<file path="src/rtl/clk_div_ctrl_if.sv">
// rtl/clk_div_ctrl_if.sv - run/config/output bundle for the clock divider controller
// master drives run request and divisor updates; slave returns divided clock and status.
interface clk_div_ctrl_if #(
  parameter int W = 4
);
  logic         en;
  logic         cfg_valid;
  logic [W-1:0] cfg_div;
  logic         cfg_ready;
  logic         clk_out;
  logic         tick;
  logic [W-1:0] div_cur;
  logic         err;

  modport master (
    output en, cfg_valid, cfg_div,
    input  cfg_ready, clk_out, tick, div_cur, err
  );

  modport slave (
    input  en, cfg_valid, cfg_div,
    output cfg_ready, clk_out, tick, div_cur, err
  );
endinterface

</file>
<file path="src/rtl/clk_div_ctrl.sv">
// rtl/clk_div_ctrl.sv - integer clock divider with 50% duty, graceful stop and wrap-aligned divisor update
// Odd divisors stretch the high phase by half a cycle with a negedge copy of the high-phase register.
module clk_div_ctrl #(
  parameter int W       = 4,
  parameter int DEF_DIV = 4
) (
  input  logic           clk,
  input  logic           rstn,
  clk_div_ctrl_if.slave  bus
);

  typedef enum logic [1:0] {
    OFF      = 2'd0,
    RUN      = 2'd1,
    STOPPING = 2'd2
  } state_t;

  localparam logic [W-1:0] DEF  = W'(DEF_DIV);
  localparam logic [W-1:0] ZERO = '0;
  localparam logic [W-1:0] ONE  = W'(1);
  localparam logic [W-1:0] TWO  = W'(2);

  state_t       r_state, w_state_nxt;
  logic [W-1:0] r_cnt, w_cnt_nxt;
  logic [W-1:0] r_div, w_div_nxt;
  logic [W-1:0] r_pend, w_pend_nxt;
  logic         r_pend_v, w_pend_v_nxt;
  logic         r_err, w_err_nxt;
  logic         r_pos, w_pos_nxt;
  logic         r_neg;

  logic         w_active;
  logic         w_wrap;
  logic         w_xfer;
  logic         w_legal;

  assign w_active = (r_state != OFF);
  assign w_wrap   = w_active && (r_cnt == (r_div - ONE));
  assign w_xfer   = bus.cfg_valid && !r_pend_v;
  assign w_legal  = (bus.cfg_div >= TWO);

  always_ff @(posedge clk or negedge rstn) begin
    if (!rstn) begin
      r_state  <= OFF;
      r_cnt    <= ZERO;
      r_div    <= DEF;
      r_pend   <= ZERO;
      r_pend_v <= 1'b0;
      r_err    <= 1'b0;
      r_pos    <= 1'b0;
    end else begin
      r_state  <= w_state_nxt;
      r_cnt    <= w_cnt_nxt;
      r_div    <= w_div_nxt;
      r_pend   <= w_pend_nxt;
      r_pend_v <= w_pend_v_nxt;
      r_err    <= w_err_nxt;
      r_pos    <= w_pos_nxt;
    end
  end

  always_comb begin
    w_state_nxt  = r_state;
    w_cnt_nxt    = r_cnt;
    w_div_nxt    = r_div;
    w_pend_nxt   = r_pend;
    w_pend_v_nxt = r_pend_v;
    w_err_nxt    = 1'b0;

    case (r_state)
      OFF: begin
        w_cnt_nxt = ZERO;
        if (bus.en) begin
          w_state_nxt = RUN;
        end
      end
      RUN, STOPPING: begin
        if (w_wrap) begin
          // Period boundary: the only point where divisor, parity and run state may change.
          w_cnt_nxt   = ZERO;
          w_state_nxt = bus.en ? RUN : OFF;
          if (r_pend_v) begin
            w_div_nxt    = r_pend;
            w_pend_v_nxt = 1'b0;
          end
        end else begin
          w_cnt_nxt   = r_cnt + ONE;
          w_state_nxt = bus.en ? RUN : STOPPING;
        end
      end
      default: begin
        w_state_nxt = OFF;
        w_cnt_nxt   = ZERO;
      end
    endcase

    // A transfer landing on a wrap sees r_pend_v low, so it is held for the next wrap.
    if (w_xfer) begin
      if (!w_legal) begin
        w_err_nxt = 1'b1;
      end else if (r_state == OFF) begin
        w_div_nxt = bus.cfg_div;
      end else begin
        w_pend_nxt   = bus.cfg_div;
        w_pend_v_nxt = 1'b1;
      end
    end

    w_pos_nxt = (w_state_nxt != OFF) && (w_cnt_nxt < (w_div_nxt >> 1));
  end

  always_ff @(negedge clk or negedge rstn) begin
    if (!rstn) begin
      r_neg <= 1'b0;
    end else begin
      r_neg <= r_pos;
    end
  end

  assign bus.cfg_ready = !r_pend_v;
  assign bus.tick      = w_active && (r_cnt == ZERO);
  assign bus.clk_out   = r_div[0] ? (r_pos | r_neg) : r_pos;
  assign bus.div_cur   = r_div;
  assign bus.err       = r_err;

endmodule

</file>
<file path="src/flat_wrapper.sv">
// flat-port wrapper written by rule: the top's interface ports become plain ports
module clk_div_ctrl_flat 
#(
  parameter int W       = 4,
  parameter int DEF_DIV = 4
)
  (clk, rstn, bus_en, bus_cfg_valid, bus_cfg_div, bus_cfg_ready, bus_clk_out, bus_tick, bus_div_cur, bus_err);
  clk_div_ctrl_if #(.W(W)) bus_i ();
  input  logic clk;
  input  logic rstn;
  input wire logic [$bits(bus_i.en)-1:0] bus_en;
  input wire logic [$bits(bus_i.cfg_valid)-1:0] bus_cfg_valid;
  input wire logic [$bits(bus_i.cfg_div)-1:0] bus_cfg_div;
  output wire logic [$bits(bus_i.cfg_ready)-1:0] bus_cfg_ready;
  output wire logic [$bits(bus_i.clk_out)-1:0] bus_clk_out;
  output wire logic [$bits(bus_i.tick)-1:0] bus_tick;
  output wire logic [$bits(bus_i.div_cur)-1:0] bus_div_cur;
  output wire logic [$bits(bus_i.err)-1:0] bus_err;
  assign bus_i.en = bus_en;
  assign bus_i.cfg_valid = bus_cfg_valid;
  assign bus_i.cfg_div = bus_cfg_div;
  assign bus_cfg_ready = bus_i.cfg_ready;
  assign bus_clk_out = bus_i.clk_out;
  assign bus_tick = bus_i.tick;
  assign bus_div_cur = bus_i.div_cur;
  assign bus_err = bus_i.err;
  clk_div_ctrl #(.W(W), .DEF_DIV(DEF_DIV)) u_core (.clk(clk), .rstn(rstn), .bus(bus_i));
endmodule
</file>
<file path="config.mk">
export PLATFORM = sky130hd
export DESIGN_NAME = clk_div_ctrl_flat
export DESIGN_NICKNAME = d
export VERILOG_FILES = /design/src/rtl/clk_div_ctrl_if.sv /design/src/rtl/clk_div_ctrl.sv /design/src/flat_wrapper.sv
export SDC_FILE = /design/constraint.sdc
export NUM_CORES = 1
export LEC_CHECK = 0
export ABC_AREA = 1
export BUFFER_PORTS_ARGS = -buffer_cell sky130_fd_sc_hd__buf_2
export CORE_ASPECT_RATIO = 0.75
export CORE_MARGIN = 5
export CORE_UTILIZATION = 52
export CTS_BUF_LIST = sky130_fd_sc_hd__clkbuf_8
export DETAILED_ROUTE_END_ITERATION = 8
export PLACE_DENSITY_LB_ADDON = 0.25
export SYNTH_ARGS = -nofsm -noshare
export SYNTH_HDL_FRONTEND = slang
export SYNTH_SLANG_ARGS = --single-unit
</file>
<file path="constraint.sdc">
create_clock -name clk -period 2.1 [get_ports clk]
set_input_delay 0.42 -clock clk [delete_from_list [all_inputs] [get_ports clk]]
set_output_delay 0.42 -clock clk [all_outputs]
set_load 0.01 [all_outputs]
</file>
======== Word level (Yosys, flattened, before mapping) ========
Cells that the tools add are included.
word-level totals
  output and inout bits ................... 8
  bits in read-only memories .............. 0
  bits in latches ......................... 0
  bits in registers ....................... 18
  bits of input ports ..................... 8
  RAM bits ................................ 0
  memories ................................ 0
operators by class
  magnitude comparators ................... 2
  reductions and logical operators ........ 11
  add/sub/neg operators ................... 2
  equal/unequal tests ..................... 3
  div/mod/pow operators ................... 0
  multiplexer cells ....................... 21
  multipliers ............................. 0
  shift operators ......................... 0
  bitwise logic cells ..................... 2
operators by type and width
  cell                                                                                  count
  4-bit 2-to-1 mux                                                                      8
  1-bit 2-to-1 mux                                                                      9
  2-bit 2-to-1 mux                                                                      3
  4-bit by 1-bit adder with 4-bit output (second input constant)                        1
  4-bit equality test                                                                   1
  4-bit by 2-bit greater-or-equal comparator with 1-bit output (second input constant)  1
  1-bit logical AND                                                                     4
  4-bit zero test                                                                       1
  4-bit by 3-bit less-than comparator with 1-bit output                                 1
  2-bit case mux with 2 select lines                                                    1
  2-bit nonzero test                                                                    2
  4-bit by 1-bit subtractor with 4-bit output (second input constant)                   1
  3-bit AND reduction                                                                   1
  2-bit by 1-bit equality test with 1-bit output (second input constant)                1
  2-bit equality test (second input constant)                                           1
  2-bit zero test                                                                       1
  2-bit OR reduction                                                                    1
  1-bit zero test                                                                       1
  1-bit NOT                                                                             1
  1-bit OR                                                                              1

======== Logic depth before layout (Yosys ltp) ========
  depth after elaboration ................. 10
  mapped depth ............................ 16
  depth with buffers taken out ............ 16

==> impl_metrics.csv <==
group,metric,value,unit
worst_hold_path,hold_path_class,"in2async",
place,gp_congestion,0.815,
die,core,1960,µm²
timing,final_hold_viol_count,0,
power_and_ir_drop,ir_drop,903,µV
timing,skew,0.0174,ns
synth,mappedNetlistArea,1050,µm²
die,io_pins,16,
drt,drc,0,
critical_path,regToRegSetupSlack,-0.09,ns
die,die_height,48.9,µm
drt,drt_pass1_iterations,6,
critical_path,path_cells,"a21o_1 > buf_2",
critical_path,criticalPathCategory,"reg2out",
grt,antenna_found_initial,0,
final_layout,fin_cells,190,
synth,yosysWarningCount,0,
run,cap_violations,0,
timing,rsz0062_at_grt,"true",
clocking,cts_root_buf,"clkbuf_8",
power_and_ir_drop,fin_total_pwr,0.00123,W
synth,ys_types,25,
critical_path,end_kind,"primary output",
final_layout,drive_gt1_share,38.6,%
timing,setup_violations,2,
die,fp.dieW,61.9,µm
final_layout,mostFrequentLayoutCells,"25 x nand2_1, 22 x inv_1, 16 x buf_4, 15 x buf_2, 15 x dfrtp_1",
drt,ant_nets,0,
grt,grt_use_total,18.3,%
drt,vias,985,
place,dp_cells,180,
clocking,numCtsBuffers,3,
synth,synth-seq-area-share,43.1,%
critical_path,rr_worst_depth,16,
power_and_ir_drop,clock_power_share,19.6,%
critical_path,start_kind,"flip-flop",
drt,drt_iter0_drc,36,
power_and_ir_drop,p_seq_share,37.1,%
critical_path,worstPathArrival,1.91,ns
outcome,violations,"setup timing",
synth,netlist_instances,131,
timing,worstMarginPinSlew,0.326,ns
place,dp_hpwl,1890,µm
final_layout,synthToLayoutAreaGrowth,30.1,%
place,post-place-ws,-0.0928,ns
grt,grt_max_degree,18,
timing,slew_headroom,78.2,%
critical_path,cp_max_fo,1,
clocking,cts_sinks,18,
timing,whs,0.139,ns
final_layout,fin_nets,182,
power_and_ir_drop,swShare,38.2,%
clocking,clk-insertion-delay-late,0.26,ns
die,rows,14,
clocking,clkSlewWorstSetupHoldPaths,0.07,ns
drt,vias_per_cell,5.18,
critical_path,r2r_end,"u_core.r_pos",
clocking,cts.path.max_buffers,2,
grt,grt_pass1_vias,955,
critical_path,slowest_stage,"dfrtn_1",
critical_path,critPathRequiredTime,1.68,ns
critical_path,slowest_delay,0.33,ns
power_and_ir_drop,p_leak,0.740,nW
drt,wl_per_cell,13.3,µm
synth,synth_fp_nets,146,
timing,drv_slew,0,
outcome,status,"finished with violations",
power_and_ir_drop,p_switching,0.000472,W
die,start_util,53.4,%
final_layout,n_antenna_cell,0,
grt,grt_overflow,0,
grt,grt_pass1_wl,4120,µm
timing,layout_setup_ws,-0.230,ns
synth,syn_area_per_cell,8.00,µm²
final_layout,final_common_cell,"nand2_1",
place,port_buffers,15,
critical_path,reg2reg_from,"u_core.bus.div_cur[0]",
clocking,cts_max_level,1,
clocking,cts_tree,"yes",
power_and_ir_drop,internal_power,0.000761,W
die,die-area,3020,µm²
power_and_ir_drop,powerDensity,904,nW/µm²
synth,ys_ff_latch,18,
power_and_ir_drop,power_frac_comb,43.3,%
drt,wirelength,2530,µm
==> cells by family after synthesis <==
family                     Yosys count  synth area share (%)
xor gates and xnor gates             2                  1.67
buffers and inverters               28                  10.0
adders and majority gates            7                  8.35
AOI/OAI and AO/OA                   15                  8.71
and+or+nand+nor                     61                  28.2
DFF                                 18                  43.1
==> cell type report <==
cell class | count | area, µm²
inverter | 28 | 105
timing repair buffer | 31 | 195
sequential | 18 | 453
tap | 24 | 30.0
multi-input combinational | 85 | 536
fill | 154 | 598
clock buffer | 3 | 41.3
clock inverter | 1 | 3.75
==> cells in the mapped netlist <==
cell       n  share of area [%]
ha_1       7                8.4
dfrtp_1   16                 38
a21oi_1    2               0.95
o21ai_0    5                2.4
nor3_1     1               0.48
nand2_1   30                 11
inv_1     23                8.2
xor2_1     1               0.84
and2_1     1               0.60
a21o_1     1               0.72
nor2_1     8                2.9
o211ai_1   4                2.9
nand4_1    2                1.2
nand2_2    3                1.8
xnor2_1    1               0.84
inv_2      5                1.8
nor2_2     1               0.60
a21oi_2    1               0.84
dfrtn_1    1                2.4
nand3_1    9                4.3
or2_2      1               0.60
dfstp_2    1                2.5
nor2_4     2                2.1
o21ai_1    2               0.95
nand3_2    3                2.9
==> routing by layer <==
metal	part of all wire (%)	wire (µm)	up-vias	track usage (%)
met4	2.0	51	0	7.42
met5	0	0	-	0
met1	47	1200	461	25.9
met3	4.9	123	8	2.91
met2	46	1160	31	27.4
li1	-	-	485	-
==> power groups by stage <==
stage	combinational (W)	clock, W	sequential [W]
finish	0.000534	0.000241	0.000457
global placement	0.000507	0	0.000455
floorplan	0.000351	0	0.000454
detailed placement	0.000520	0	0.000459
global route	0.000590	0.000270	0.000465
CTS	0.000523	0.000246	0.000453
==> sequential cells by signal (all words and copies together) (netlist names) <==
name and cells:
u_core.r_pend 4, u_core.r_state 2, u_core.r_neg 1, u_core.r_pend_v 1
u_core.bus.err 1, u_core.r_cnt 4, u_core.r_pos 1, u_core.bus.div_cur 4
==> worst max-delay path: cells and delay by family (launching register included) <==
family | cells | cell delay, ns
buffers and inverters | 1 | 0.13
flip-flops | 1 | 0.33
AO/OA/AOI/OAI | 1 | 0.14
==> metrics by stage <==
step / utilization [%] / area (µm²) / setup TNS [ns]
2_1_floorplan: - / 1060 / -0.00684
5_1_grt: 69.5 / 1360 / -0.509
6_report: 69.5 / 1360 / -0.322
3_3_place_gp: 63.3 / 1240 / -0.0125
4_1_cts: 67.3 / 1320 / -0.314
3_5_place_dp: 63.3 / 1240 / -0.0928
==> worst max path at each step <==
stage | start | end | slack [ns] | cells past startpoint
2_1_floorplan | u_core.bus.div_cur[0] | u_core.r_pos | -0.007 | 16
3_3_place_gp | u_core.bus.div_cur[1] | u_core.r_pos | -0.01 | 16
3_5_place_dp | u_core.bus.div_cur[1] | u_core.r_pos | -0.09 | 16
4_1_cts | u_core.r_neg | bus_clk_out | -0.24 | 2
5_1_grt | u_core.r_neg | bus_clk_out | -0.28 | 2
6_report | u_core.r_neg | bus_clk_out | -0.23 | 2
==> repair_timing <==
item | in CTS | in global routing
hold buffers | 0 | 0
buffers inserted | 4 | 3
setup endpoints to repair | 2 | 3
gates resized for setup | 2 | 10
pin swaps | 5 | 2
gates cloned | 0 | 0
Note: power is estimated with default switching activity, not from simulation.
